File: src/rtl/ltsm_sb_pkg.sv
// Shared sideband definitions for the LTSM handshake blocks: message codes,
// default timeout and the handshake FSM state encoding.
package ltsm_sb_pkg;

   localparam int SB_MSG_W = 4;

   localparam logic [SB_MSG_W-1:0] SB_MSG_NONE              = 4'd0;
   localparam logic [SB_MSG_W-1:0] SB_TRAINERROR_ENTRY_REQ  = 4'd15;
   localparam logic [SB_MSG_W-1:0] SB_TRAINERROR_ENTRY_RESP = 4'd14;
   localparam logic [SB_MSG_W-1:0] SB_STEP2_REQ             = 4'd13;
   localparam logic [SB_MSG_W-1:0] SB_STEP2_RESP            = 4'd12;

   // 8 ms at 100 MHz
   localparam int DEFAULT_TIMEOUT_CYCLES = 800000;
   localparam int DEFAULT_TO_CNT_W       = 20;

   typedef enum logic [2:0] {
      HS_IDLE,
      HS_WAIT_REQ,
      HS_PEND,
      HS_SEND,
      HS_DONE,
      HS_TIMEOUT
   } hs_state_e;

endpackage

File: src/rtl/ltsm_timeout_cnt.sv
// Saturating per-step timeout counter shared by the RX and TX handshakes.
// expired is asserted while the count sits at MAX-1.
module ltsm_timeout_cnt #(
   parameter int MAX   = 800000,
   parameter int WIDTH = 20
) (
   input  logic i_clk,
   input  logic i_rst,
   input  logic clr,
   input  logic run,
   output logic expired
);

   logic [WIDTH-1:0] cnt;

   generate
      if (MAX < 1 || longint'(MAX) >= (longint'(1) << WIDTH)) begin : g_bad_max
         $error("ltsm_timeout_cnt: MAX must be >= 1 and MAX-1 must fit in WIDTH bits");
      end
   endgenerate

   assign expired = (cnt == WIDTH'(MAX - 1));

   // NOTE: state registers use non-blocking assignments so every flop samples
   // pre-edge values, independent of block evaluation order.
   always_ff @(posedge i_clk) begin
      if (i_rst || clr) begin
         cnt <= '0;
      end else if (run && !expired) begin
         cnt <= cnt + WIDTH'(1);
      end
   end

endmodule

File: src/rtl/ltsm_rx_hs_responder.sv
// RX-side sideband handshake responder: answers each expected partner request
// with its paired response, deferring while local TX owns the sideband.
module ltsm_rx_hs_responder
   import ltsm_sb_pkg::*;
#(
   parameter int SB_MSG_WIDTH   = 4,
   parameter int NUM_STEPS      = 2,
   parameter logic [NUM_STEPS*SB_MSG_WIDTH-1:0] REQ_MSGS = {4'd13, 4'd15},
   parameter logic [NUM_STEPS*SB_MSG_WIDTH-1:0] RSP_MSGS = {4'd12, 4'd14},
   parameter int TIMEOUT_CYCLES = DEFAULT_TIMEOUT_CYCLES,
   parameter int TO_CNT_W       = DEFAULT_TO_CNT_W
) (
   input  logic                    i_clk,
   input  logic                    i_rst,
   input  logic                    i_en,
   input  logic                    i_rx_msg_valid,
   input  logic [SB_MSG_WIDTH-1:0] i_decoded_SB_msg,
   input  logic                    i_SB_Busy,
   input  logic                    i_falling_edge_busy,
   input  logic                    i_tx_valid,
   output logic [SB_MSG_WIDTH-1:0] o_encoded_SB_msg_rx,
   output logic                    o_valid_rx,
   output logic                    o_end_rx,
   output logic                    o_timeout_rx,
   output logic [2:0]              o_step_idx
);

   localparam logic [2:0] LAST_IDX = 3'(NUM_STEPS - 1);

   generate
      if (NUM_STEPS < 1 || NUM_STEPS > 8) begin : g_bad_steps
         $error("ltsm_rx_hs_responder: NUM_STEPS must be in 1..8");
      end
      if (longint'(TIMEOUT_CYCLES) >= (longint'(1) << TO_CNT_W)) begin : g_bad_to_w
         $error("ltsm_rx_hs_responder: TIMEOUT_CYCLES must be < 2**TO_CNT_W");
      end
   endgenerate

   hs_state_e               state;
   logic [SB_MSG_WIDTH-1:0] req_code;
   logic [SB_MSG_WIDTH-1:0] rsp_code;
   logic                    req_hit;
   logic                    bus_free;
   logic                    step_done;
   logic                    to_clr;
   logic                    to_run;
   logic                    to_expired;

   // NOTE: every always_comb output gets a value on every path, so no latch
   // can be inferred; idx never exceeds NUM_STEPS-1, keeping the selects in range.
   always_comb begin
      req_code = REQ_MSGS[32'(o_step_idx)*SB_MSG_WIDTH +: SB_MSG_WIDTH];
      rsp_code = RSP_MSGS[32'(o_step_idx)*SB_MSG_WIDTH +: SB_MSG_WIDTH];
   end

   assign req_hit   = (state == HS_WAIT_REQ) && i_rx_msg_valid && (i_decoded_SB_msg == req_code);
   assign bus_free  = !i_tx_valid && !i_SB_Busy;
   // The busy falling edge belongs to us only while our response is on the bus.
   assign step_done = (state == HS_SEND) && o_valid_rx && i_falling_edge_busy;

   // A matched request restarts the budget, so a match on the expiry edge wins.
   assign to_clr = !i_en || (state == HS_IDLE) || req_hit || step_done;
   assign to_run = (state == HS_WAIT_REQ) || (state == HS_PEND) || (state == HS_SEND);

   ltsm_timeout_cnt #(
      .MAX   (TIMEOUT_CYCLES),
      .WIDTH (TO_CNT_W)
   ) u_to_cnt (
      .i_clk   (i_clk),
      .i_rst   (i_rst),
      .clr     (to_clr),
      .run     (to_run),
      .expired (to_expired)
   );

   always_ff @(posedge i_clk) begin
      if (i_rst || !i_en) begin
         state               <= HS_IDLE;
         o_step_idx          <= '0;
         o_encoded_SB_msg_rx <= '0;
         o_valid_rx          <= 1'b0;
         o_end_rx            <= 1'b0;
         o_timeout_rx        <= 1'b0;
      end else begin
         case (state)
            HS_IDLE: begin
               o_step_idx          <= '0;
               o_encoded_SB_msg_rx <= '0;
               o_valid_rx          <= 1'b0;
               o_end_rx            <= 1'b0;
               o_timeout_rx        <= 1'b0;
               state               <= HS_WAIT_REQ;
            end
            HS_WAIT_REQ: begin
               if (req_hit) begin
                  o_encoded_SB_msg_rx <= rsp_code;
                  state               <= HS_PEND;
               end else if (to_expired) begin
                  o_timeout_rx <= 1'b1;
                  state        <= HS_TIMEOUT;
               end
            end
            HS_PEND: begin
               if (bus_free) begin
                  o_valid_rx <= 1'b1;
                  state      <= HS_SEND;
               end else if (to_expired) begin
                  o_timeout_rx <= 1'b1;
                  state        <= HS_TIMEOUT;
               end
            end
            HS_SEND: begin
               if (step_done) begin
                  o_valid_rx <= 1'b0;
                  if (o_step_idx == LAST_IDX) begin
                     o_end_rx <= 1'b1;
                     state    <= HS_DONE;
                  end else begin
                     o_step_idx <= o_step_idx + 3'd1;
                     state      <= HS_WAIT_REQ;
                  end
               end else if (to_expired) begin
                  o_valid_rx   <= 1'b0;
                  o_timeout_rx <= 1'b1;
                  state        <= HS_TIMEOUT;
               end
            end
            HS_DONE: begin
               o_end_rx <= 1'b1;
            end
            HS_TIMEOUT: begin
               o_valid_rx   <= 1'b0;
               o_timeout_rx <= 1'b1;
            end
            default: begin
               state <= HS_IDLE;
            end
         endcase
      end
   end

endmodule

File: config.mk
export PLATFORM = sky130hd
export DESIGN_NAME = ltsm_rx_hs_responder
export DESIGN_NICKNAME = d
export VERILOG_FILES = /design/src/rtl/ltsm_sb_pkg.sv /design/src/rtl/ltsm_timeout_cnt.sv /design/src/rtl/ltsm_rx_hs_responder.sv
export SDC_FILE = /design/constraint.sdc
export NUM_CORES = 1
export LEC_CHECK = 0
export CORE_UTILIZATION = 36
export DETAILED_ROUTE_END_ITERATION = 7
export SYNTH_ARGS = -nofsm -noshare
export SYNTH_HDL_FRONTEND = slang
export SYNTH_HIERARCHICAL = 1
export SYNTH_SLANG_ARGS = --single-unit
File: constraint.sdc
create_clock -name i_clk -period 2.9 [get_ports i_clk]
set_input_delay 0.29 -clock i_clk [delete_from_list [all_inputs] [get_ports i_clk]]
set_output_delay 0.29 -clock i_clk [all_outputs]
set_load 0.02 [all_outputs]
==> run summary <==
Drt pass-1 iters: 4
Hold Buf Count CTS: 0
Slew Limit Fails: 0
Clock sink count: 31
Global route hottest layer: met1
Leakage power: 0.7033 nW
Status: finished, final reports clean
Via count: 1606
I/O Pins: 21
CTS clk-pin slew, worst paths: 70 ps
Synthesized net count: 231
Core ar.: 4786 µm²
Std-Cell Rows: 25
Area delta synth->final: 16.77%
Wire length of the first global-routing pass: 6775 µm
WP data arrival: 2580 ps
Final hold violations: 0
Number of distinct library cells after synthesis: 54
DP HPWL: 2792 µm
Setup ws final: 552.5 ps
Initial Utilization: 38.04%
Synth Flop Type: dfxtp_1
CP peak stage delay: 500 ps
Routing usage on met3: 4.282%
Die H: 73.11 µm
CP Max Fanout: 18
Total CTS buffers: 5
Final WL: 3924 µm
Die area: 5345 µm²
Worst rel slew slack: 63.82%
Final worst-path cycle share: 80.95%
DRC Markers: 0
Fin crit period: 2347 ps
Setup TNS Final: 0 ps
Avg Vias per Cell: 5.353
Setup Buffers After CTS: 0
Port Buffers: 19
M2 GR Usage: 22.33%
Antenna-violating nets left: 0
RSZ-0062 raised after global routing: false
Area occupied by multi-input gates: 1106 µm²
CP startpoint kind: register
Pwr per Cell Area: 387.8 nW/µm²
Crit. End Element: register
Clock skew: 9.825 ps
# nets final: 247
Vias in the first global route: 1420
Setup Crit Path Kind: reg2reg
Hold Slack: 471.7 ps
Placed cell count: 293
Crit-path cells: nor3b_4, nand4_2, a21boi_2, nand4_1, or2_2, buf_4, or4_1, nand2_1
Syn avg cell area: 8.389 µm²
CTS tree: yes
Worst skew pair latency: 280 ps
Cts repair resizes: 0
Seq/Total Area, Yosys: 34.09%
Fmax: 0.4260 GHz
Fraction of layout cells with a size suffix above 1: 12.45%
Synth Instances: 217
Crit-path slowest cell: or4_1
Detailed Route Iter0 Violations: 58
Bufs on Longest Clock Path: 2
Mapped Area: 1820 µm²
Placer Congestion: 0.7088
Grt total ovfl: 0
VDD IR max: 0.2198 mV
Die W: 73.11 µm
Htree depth: 2
#FFs+latches synth: 31
Min-Delay Path Class: reg2reg
Final setup fails: 0
Design Area, Final: 2126 µm²
Met1 Resource Use GR: 24.56%
Synth Warn #: 6
Ant diodes: 0
Pre-CTS setup slack: 318.8 ps
Max cap viols: 0
Finished Layout Cells: 300
Root buf cell: clkbuf_8
Worst-Margin Slew: 541.9 ps
Largest net degree at the start of global routing: 19
Async set-reset flop share out of synthesis: 0%
Initial antenna violation count: 0
Placed Area: 2038 µm²
Routed length per placed instance: 13.08 µm
Post-synth EDFFs: 0
CP required: 3130 ps
Filler cells: 482
GRT Util Overall: 16.37%
Register Area: 620.6 µm²
[cells by family (layout without fill, tap and decap cells)]
group           after synthesis  count (layout)  share of synthesized area (%)
buf+inv                      16              32                          5.155
compound gates               45              45                          16.63
fa+ha+maj                     3               3                          2.062
xor+xnor                     11              11                          5.292
other cells                   1               1                         0.2060
mux                           2               2                          1.168
simple gates                108             108                          35.40
flops                        31              31                          34.09
[cell usage after synthesis, types with 3 or more instances]
cell type / instances / share of area (%)
dfxtp_1: 31 / 34
nor2_1: 22 / 4.5
nand2_1: 14 / 2.9
nand3_1: 13 / 3.6
a21oi_1: 12 / 3.3
xor2_1: 11 / 5.3
nor3_1: 9 / 2.5
o21ai_0: 8 / 2.2
clkbuf_1: 7 / 1.4
buf_4: 5 / 2.1
nand4_1: 5 / 1.7
or3_1: 5 / 1.7
nand2b_1: 4 / 1.4
nor2b_1: 4 / 1.4
a22oi_1: 3 / 1.2
and3_1: 3 / 1.0
and4_1: 3 / 1.4
and4_2: 3 / 1.6
ha_1: 3 / 2.1
nand4_2: 3 / 2.1
o2111ai_1: 3 / 1.4
o211ai_1: 3 / 1.2
or4_1: 3 / 1.2
[layout make-up]
cell class | instances | area share [%]
well taps | 67 | 3.943
clock buffers | 6 | 3.885
flip-flops and latches | 31 | 29.19
repair buffers | 23 | 10.36
clock inverters | 1 | 0.2354
inverters | 2 | 0.3531
multi-input cells | 170 | 52.03
[worst paths after layout]
path	startpoint	end	slack, ps	depth (start not counted)
setup / recovery	state[0]$_SDFFE_PP0N_	u_to_cnt/cnt[7]$_SDFFE_PP0P_	550	8
hold / removal	o_encoded_SB_msg_rx[1]$_SDFFE_PP0P_	o_encoded_SB_msg_rx[1]$_SDFFE_PP0P_	470	2
setup reg to reg	state[0]$_SDFFE_PP0N_	u_to_cnt/cnt[7]$_SDFFE_PP0P_	550	8
hold reg to reg	o_encoded_SB_msg_rx[1]$_SDFFE_PP0P_	o_encoded_SB_msg_rx[1]$_SDFFE_PP0P_	470	2
[flip-flops by register name, summed over array words and instances, names as in the netlist]
name	count
o_timeout_rx	1
o_valid_rx	1
state	3
o_encoded_SB_msg_rx	2
o_end_rx	1
u_to_cnt/cnt	20
o_step_idx	3
[worst max-delay path, delay by kind of cell, from the launching register on]
kind                   cells  cell delay, ps
AND/OR/NAND/NOR            6            1410
AO/OA/AOI/OAI              1             190
flip-flops                 1             480
buffers and inverters      1             210
[stage by stage]
step	power, mW	utilization [%]
detailed placement	0.4877	42.59
CTS	0.8326	44.42
global placement	0.4875	42.59
floorplan	0.4686	-
global route	0.8562	44.42
finish	0.8244	44.42
[power by group]
group,internal (mW),leakage (nW),switching (mW)
Combinational,0.0225,0.406,0.0253
Sequential,0.427,0.250,0.00396
Clock,0.186,0.0470,0.160
Total,0.635,0.703,0.189
[cell usage in the layout (no fill, tap or decap), types with 4 or more instances in the layout]
| cell | n |
|---|---|
| dfxtp_1 | 31 |
| nor2_1 | 22 |
| clkdlybuf4s50_1 | 19 |
| nand2_1 | 14 |
| nand3_1 | 13 |
| a21oi_1 | 12 |
| xor2_1 | 11 |
| nor3_1 | 9 |
| o21ai_0 | 8 |
| clkbuf_8 | 6 |
| or3_1 | 5 |
| nand4_1 | 5 |
| nor2b_1 | 4 |
| nand2b_1 | 4 |
| buf_4 | 4 |
[routing by layer]
layer	wire [µm]	part of all wire, %
met5	0	0
met4	46	1.2
met3	100	2.5
met2	1612	41
met1	2165	55
Note: power is estimated with default switching activity, not from simulation.
